--- src/rtl/count_monitor_if.sv ---
`default_nettype none
// ============================================================================
// Module      : count_monitor_if
// Description : Sample/status bundle between a mod-8 counter source and
//               the count_monitor checker.
// Revision    : 1.0 - initial release
// ============================================================================
interface count_monitor_if;
    logic [2:0] cnt_in;
    logic       en;
    logic       clr_err;
    logic       locked;
    logic       err;
    logic [7:0] err_cnt;
    logic [7:0] wrap_cnt;
    logic       wrap_pulse;

    modport master (
        output cnt_in, en, clr_err,
        input  locked, err, err_cnt, wrap_cnt, wrap_pulse
    );

    modport slave (
        input  cnt_in, en, clr_err,
        output locked, err, err_cnt, wrap_cnt, wrap_pulse
    );
endinterface
`default_nettype wire

--- src/rtl/count_monitor.sv ---
`default_nettype none
// ============================================================================
// Module      : count_monitor
// Description : Locks onto an upstream mod-8 count sequence, then tracks it,
//               counting mismatches and 7->0 wraps; sticky fault on a run of
//               consecutive mismatches.
// Revision    : 1.0 - initial release
// ============================================================================
module count_monitor #(
    parameter int SYNC_LEN   = 4,
    parameter int MISS_LIMIT = 2
) (
    input  wire logic         clk,
    input  wire logic         rst,
    count_monitor_if.slave    mon
);

    localparam logic [3:0] c_sync_len   = 4'(SYNC_LEN);
    localparam logic [3:0] c_miss_limit = 4'(MISS_LIMIT);
    localparam logic [7:0] c_cnt_max    = 8'hFF;

    typedef enum logic [1:0] {
        ST_IDLE  = 2'd0,
        ST_SYNC  = 2'd1,
        ST_TRACK = 2'd2,
        ST_FAULT = 2'd3
    } state_t;

    state_t     r_state,      w_state_nxt;
    logic [2:0] r_prev,       w_prev_nxt;
    logic [3:0] r_good_run,   w_good_run_nxt;
    logic [3:0] r_miss_run,   w_miss_run_nxt;
    logic       r_locked,     w_locked_nxt;
    logic       r_err,        w_err_nxt;
    logic [7:0] r_err_cnt,    w_err_cnt_nxt;
    logic [7:0] r_wrap_cnt,   w_wrap_cnt_nxt;
    logic       r_wrap_pulse, w_wrap_pulse_nxt;

    logic [2:0] w_prev_inc;
    logic       w_match;
    logic       w_wrap;
    logic [3:0] w_good_inc;
    logic [3:0] w_miss_inc;

    assign w_prev_inc = r_prev + 3'd1;
    assign w_match    = (mon.cnt_in == w_prev_inc);
    assign w_wrap     = (r_prev == 3'd7) && (mon.cnt_in == 3'd0);
    assign w_good_inc = r_good_run + 4'd1;
    assign w_miss_inc = r_miss_run + 4'd1;

    always_ff @(posedge clk) begin
        if (rst) begin
            r_state <= ST_IDLE;
        end else begin
            r_state <= w_state_nxt;
        end
    end

    always_comb begin
        w_state_nxt      = r_state;
        w_prev_nxt       = r_prev;
        w_good_run_nxt   = r_good_run;
        w_miss_run_nxt   = r_miss_run;
        w_err_nxt        = r_err;
        w_err_cnt_nxt    = r_err_cnt;
        w_wrap_cnt_nxt   = r_wrap_cnt;
        w_wrap_pulse_nxt = 1'b0;

        // A clear is applied first so that a mismatch or fault entry on
        // the same edge can override it below.
        if (mon.clr_err) begin
            w_err_nxt     = 1'b0;
            w_err_cnt_nxt = 8'd0;
        end

        if (!mon.en) begin
            w_state_nxt = ST_IDLE;
        end else begin
            case (r_state)
                ST_IDLE: begin
                    w_prev_nxt     = mon.cnt_in;
                    w_good_run_nxt = 4'd0;
                    w_state_nxt    = ST_SYNC;
                end
                ST_SYNC: begin
                    w_prev_nxt = mon.cnt_in;
                    if (w_match) begin
                        w_good_run_nxt = w_good_inc;
                        if (w_good_inc == c_sync_len) begin
                            w_miss_run_nxt = 4'd0;
                            w_state_nxt    = ST_TRACK;
                        end
                    end else begin
                        w_good_run_nxt = 4'd0;
                    end
                end
                ST_TRACK: begin
                    w_prev_nxt = mon.cnt_in;
                    if (w_match) begin
                        w_miss_run_nxt = 4'd0;
                        if (w_wrap) begin
                            w_wrap_cnt_nxt   = r_wrap_cnt + 8'd1;
                            w_wrap_pulse_nxt = 1'b1;
                        end
                    end else begin
                        w_miss_run_nxt = w_miss_inc;
                        if (mon.clr_err) begin
                            w_err_cnt_nxt = 8'd1;
                        end else if (r_err_cnt != c_cnt_max) begin
                            w_err_cnt_nxt = r_err_cnt + 8'd1;
                        end
                        if (w_miss_inc == c_miss_limit) begin
                            w_err_nxt   = 1'b1;
                            w_state_nxt = ST_FAULT;
                        end
                    end
                end
                ST_FAULT: begin
                    if (mon.clr_err) begin
                        w_prev_nxt     = mon.cnt_in;
                        w_good_run_nxt = 4'd0;
                        w_state_nxt    = ST_SYNC;
                    end
                end
                default: begin
                    w_state_nxt = ST_IDLE;
                end
            endcase
        end

        w_locked_nxt = (w_state_nxt == ST_TRACK);
    end

    always_ff @(posedge clk) begin
        if (rst) begin
            r_prev       <= 3'd0;
            r_good_run   <= 4'd0;
            r_miss_run   <= 4'd0;
            r_locked     <= 1'b0;
            r_err        <= 1'b0;
            r_err_cnt    <= 8'd0;
            r_wrap_cnt   <= 8'd0;
            r_wrap_pulse <= 1'b0;
        end else begin
            r_prev       <= w_prev_nxt;
            r_good_run   <= w_good_run_nxt;
            r_miss_run   <= w_miss_run_nxt;
            r_locked     <= w_locked_nxt;
            r_err        <= w_err_nxt;
            r_err_cnt    <= w_err_cnt_nxt;
            r_wrap_cnt   <= w_wrap_cnt_nxt;
            r_wrap_pulse <= w_wrap_pulse_nxt;
        end
    end

    assign mon.locked     = r_locked;
    assign mon.err        = r_err;
    assign mon.err_cnt    = r_err_cnt;
    assign mon.wrap_cnt   = r_wrap_cnt;
    assign mon.wrap_pulse = r_wrap_pulse;

endmodule
`default_nettype wire

--- src/flat_wrapper.sv ---
// flat-port wrapper written by rule: the top's interface ports become plain ports
module count_monitor_flat 
#(
    parameter int SYNC_LEN   = 4,
    parameter int MISS_LIMIT = 2
)
  (clk, rst, mon_cnt_in, mon_en, mon_clr_err, mon_locked, mon_err, mon_err_cnt, mon_wrap_cnt, mon_wrap_pulse);
  count_monitor_if mon_i ();
  input  wire logic clk;
  input  wire logic rst;
  input wire logic [$bits(mon_i.cnt_in)-1:0] mon_cnt_in;
  input wire logic [$bits(mon_i.en)-1:0] mon_en;
  input wire logic [$bits(mon_i.clr_err)-1:0] mon_clr_err;
  output wire logic [$bits(mon_i.locked)-1:0] mon_locked;
  output wire logic [$bits(mon_i.err)-1:0] mon_err;
  output wire logic [$bits(mon_i.err_cnt)-1:0] mon_err_cnt;
  output wire logic [$bits(mon_i.wrap_cnt)-1:0] mon_wrap_cnt;
  output wire logic [$bits(mon_i.wrap_pulse)-1:0] mon_wrap_pulse;
  assign mon_i.cnt_in = mon_cnt_in;
  assign mon_i.en = mon_en;
  assign mon_i.clr_err = mon_clr_err;
  assign mon_locked = mon_i.locked;
  assign mon_err = mon_i.err;
  assign mon_err_cnt = mon_i.err_cnt;
  assign mon_wrap_cnt = mon_i.wrap_cnt;
  assign mon_wrap_pulse = mon_i.wrap_pulse;
  count_monitor #(.SYNC_LEN(SYNC_LEN), .MISS_LIMIT(MISS_LIMIT)) u_core (.clk(clk), .rst(rst), .mon(mon_i));
endmodule
--- config.mk ---
export PLATFORM = sky130hd
export DESIGN_NAME = count_monitor_flat
export DESIGN_NICKNAME = d
export VERILOG_FILES = /design/src/rtl/count_monitor_if.sv /design/src/rtl/count_monitor.sv /design/src/flat_wrapper.sv
export SDC_FILE = /design/constraint.sdc
export NUM_CORES = 1
export LEC_CHECK = 0
export BUFFER_PORTS_ARGS = -buffer_cell sky130_fd_sc_hd__buf_2
export CORE_ASPECT_RATIO = 1.2
export CORE_MARGIN = 4
export CORE_UTILIZATION = 56
export CTS_BUF_LIST = sky130_fd_sc_hd__clkbuf_16
export CTS_CLUSTER_DIAMETER = 200
export DETAILED_ROUTE_END_ITERATION = 10
export HOLD_SLACK_MARGIN = 0.12
export PLACE_DENSITY_LB_ADDON = 0.08
export SLEW_MARGIN = 5
export SYNTH_ARGS = -nofsm -noshare
export SYNTH_HDL_FRONTEND = slang
export SYNTH_SLANG_ARGS = --single-unit
--- constraint.sdc ---
create_clock -name clk -period 2.6 [get_ports clk]
set_input_delay 0.52 -clock clk [delete_from_list [all_inputs] [get_ports clk]]
set_output_delay 0.52 -clock clk [all_outputs]
set_load 0.1 [all_outputs]
==> results by group <==
Status
  • Outcome: finished, final reports clean

Power and ir drop
  • Sw Share: 21.3%
  • Maximum vdd drop: 0.662 mV
  • Clock Power Share: 53.7%
  • Pwr dens: 582 nW/um2
  • Tot Pwr: 1230 uW
  • NetSw: 263 uW
  • Comb pwr share: 5.7%
  • Internal: 969 uW
  • Register share of total power: 40.6%
  • P_leak: 0.000838 uW

Timing
  • Highest Clock Rate: 0.461 GHz
  • Final Skew: 0.00637 ns
  • Max-slew headroom: 67.9%
  • Tightest Pin Transition: 0.477 ns
  • Final hold violation count: 0
  • Max Slew Vio Count: 0
  • Crit path time final: 2.17 ns
  • Final worst slack: 0.431 ns
  • Unrepaired setup endpoints after global routing: false
  • Final setup TNS: 0 ns
  • Period utilization: 83.4%
  • Final Setup Violations: 0

Synth
  • Post-synthesis adder-cell area fraction: 9.00%
  • Flip-flop and latch count after synthesis: 32
  • Post-synthesis sequential area ratio: 35.4%
  • Syn Std Cell Area: 1810 um2
  • Avg Inst Size Synth: 9.04 um2
  • Cell count after synthesis: 200
  • Top cell type's share of synthesized area: 35.4%
  • Area leader, netlist: dfxtp_1
  • Post-synthesis mux area share: 2.91%
  • Most common cell in the netlist: dfxtp_1
  • Synth async-reset ratio: 0%
  • Number of synthesized flops with an enable pin: 0
  • Post-synthesis net count: 220
  • Yosys warning count: 0
  • Netlist cell types: 52
  • Synth Area in Compound Gates: 12.8%
  • Synth top cells by count: dfxtp_1 (32), nor2_1 (21), ha_1 (13), nand2_1 (13), xnor2_1 (13)
  • Top_reg_cell synth: dfxtp_1
  • Top post-synthesis cells by area: dfxtp_1 (35%), ha_1 (9.0%), xnor2_1 (6.3%), nor2_1 (4.4%), o21ai_0 (3.0%)
  • Largest family of logic cells by synthesized area: simple AND/OR/NAND/NOR gates
  • Post-synthesis simple-gate area fraction: 28.7%
  • Synth Area in XOR/XNOR: 7.20%

Hold path
  • Worst min path class: flip-flop to flip-flop
  • Worst hold stages: 2
  • Hold path endpoint: u_core.mon.err$_SDFF_PP0_
  • Min-delay src: u_core.mon.err$_SDFF_PP0_

Floorplanning
  • I/O pins: 26
  • Die W: 59.9 um
  • Initial core utilization: 58.6%
  • Die Span Y: 70.2 um
  • Die area: 4210 um2
  • Row count: 22
  • Core footprint: 3080 um2

Critical path
  • Worst setup SP type: flip-flop
  • Arr. time, crit path: 2.34 ns
  • Critical R2R Capture: u_core.r_miss_run[0]$_SDFFE_PP0P_
  • Required time of the critical path: 2.77 ns
  • R2R Setup Slk: 0.43 ns
  • WS Path Type: flip-flop to flip-flop
  • Setup crit end kind: flip-flop
  • Reg2reg start: u_core.r_prev[0]$_SDFFE_PP0P_
  • Reg2Reg Depth: 7
  • CP Max Fanout: 3

Detailed routing
  • Drt initial violations: 71
  • # DRC: 0
  • DRT antenna net count: 0
  • Via density: 5.65
  • DR vias: 1492
  • Drt pass-1 iters: 4
  • Final WL: 3550 um
  • Wire length per cell: 13.4 um

Clock tree
  • Root buf cell: clkbuf_16
  • CTS tree: yes
  • Clock tree sinks: 32
  • CTS Buffer Depth: 2
  • Post-CTS setup buffer count: 0
  • Clock slew at reported path FFs: 0.05 ns
  • Worst skew pair latency: 0.28 ns
  • Num CTS Buffers: 5
  • Post-CTS sizing: 0
  • Hold buffers post-CTS: 0
  • Htree depth: 2

Cells and area
  • Fin util: 68.6%
  • Final #Nets: 247
  • Area Growth Syn to Fin: 17.0%
  • Fill count: 271
  • Ant diodes: 0
  • Share of post-route cells with drive strength above 1: 25.0%
  • Final instance area: 2120 um2

Global routing
  • Total GRT Usage: 19.0%
  • Total grt overflow: 0
  • First-pass GRT wire length: 6240 um
  • Largest net degree at the start of global routing: 24
  • Vias in the first global route: 1412
  • Initial antenna violation count: 0

Placement
  • PortBufs: 25
  • Place WS: 0.445 ns
  • GP Congestion: 0.871
  • Placed Instance Area: 1950 um2
  • Dpl hpwl: 2700 um

Run
  • Max-cap violation count: 0
worst max-delay path, cell delays in order (launching register included):
cell and delay [ns]:
dfxtp_1 0.34, ha_1 0.21, ha_1 0.28, xnor2_1 0.27, nand3_2 0.12, o31ai_1 0.46
nor2_1 0.11, mux2_2 0.28
cells by family after synthesis:
group / after synthesis
xor+xnor: 14
simple gates: 86
buf+inv: 15
flops: 32
fa+ha+maj: 13
compound gates: 35
mux: 5
layout by cell type (no fill, tap or decap), drive strengths merged, types with 2 or more instances in the layout:
cell and instances:
nand3 6, a31oi 2, xnor2 13, dfxtp 32, nor4 4, nor4b 2
nand2b 3, and3 2, nor3 10, nor3b 2, or3 2, mux2 2
o21ai 11, nor2b 5, a21oi 8, buf 26, nor2 21, a211oi 2
o31ai 2, mux2i 3, nand4 5, clkbuf 5, and3b 2, a31o 2
inv 9, or2 3, nand2 13, ha 13
state kept, by name, summed over array words and instances, names as in the netlist:
name and count:
u_core.r_state 2, u_core.mon.wrap_cnt 8, u_core.mon.err 1, u_core.mon.err_cnt 8
u_core.mon.locked 1, u_core.r_prev 3, u_core.r_miss_run 4, u_core.r_good_run 4
u_core.mon.wrap_pulse 1
per-layer routing:
layer  track usage, %  part of all wire [%]  routed length, um
met1             24.0                    45               1590
met2             29.6                    49               1740
met3             5.18                   4.3                151
met5                0                     0                  0
met4             7.88                   2.0                 70
layout make-up:
cell class | count | area (um2) | area share (%)
Inverter | 9 | 33.8 | 1.60
Sequential cell | 32 | 641 | 30.3
Clock inverter | 3 | 42.5 | 2.01
Tap cell | 36 | 45.0 | 2.13
Timing Repair Buffer | 26 | 133 | 6.27
Clock buffer | 5 | 125 | 5.91
Multi-Input combinational cell | 153 | 1100 | 51.8
how the worst max path moves through the flow:
stage	slack (ns)	end	depth (start not counted)	from
after global placement	0.52	u_core.r_miss_run[0]$_SDFFE_PP0P_	7	u_core.r_prev[0]$_SDFFE_PP0P_
after CTS	0.44	u_core.r_miss_run[0]$_SDFFE_PP0P_	7	u_core.r_prev[0]$_SDFFE_PP0P_
after global routing	0.28	u_core.r_miss_run[0]$_SDFFE_PP0P_	7	u_core.r_prev[0]$_SDFFE_PP0P_
after floorplan	0.42	u_core.mon.err_cnt[0]$_SDFF_PP0_	6	u_core.mon.err_cnt[0]$_SDFF_PP0_
after detailed placement	0.44	u_core.r_miss_run[0]$_SDFFE_PP0P_	7	u_core.r_prev[0]$_SDFFE_PP0P_
final	0.43	u_core.r_miss_run[0]$_SDFFE_PP0P_	7	u_core.r_prev[0]$_SDFFE_PP0P_
power by group through the flow:
stage	Combinational [uW]	Clock [uW]	Sequential (uW)
6_report	70.0	661	501
5_1_grt	77.3	697	501
4_1_cts	70.7	672	501
3_5_place_dp	70.5	0	511
3_3_place_gp	68.3	0	511
2_1_floorplan	48.3	0	515
metrics by stage:
stage               hold slack [ns]  cells
floorplan                     0.461    200
global placement              0.446    256
detailed placement            0.459    256
CTS                           0.472    264
global route                  0.500    264
finish                        0.474    264
(Power assumes the default switching activity.)
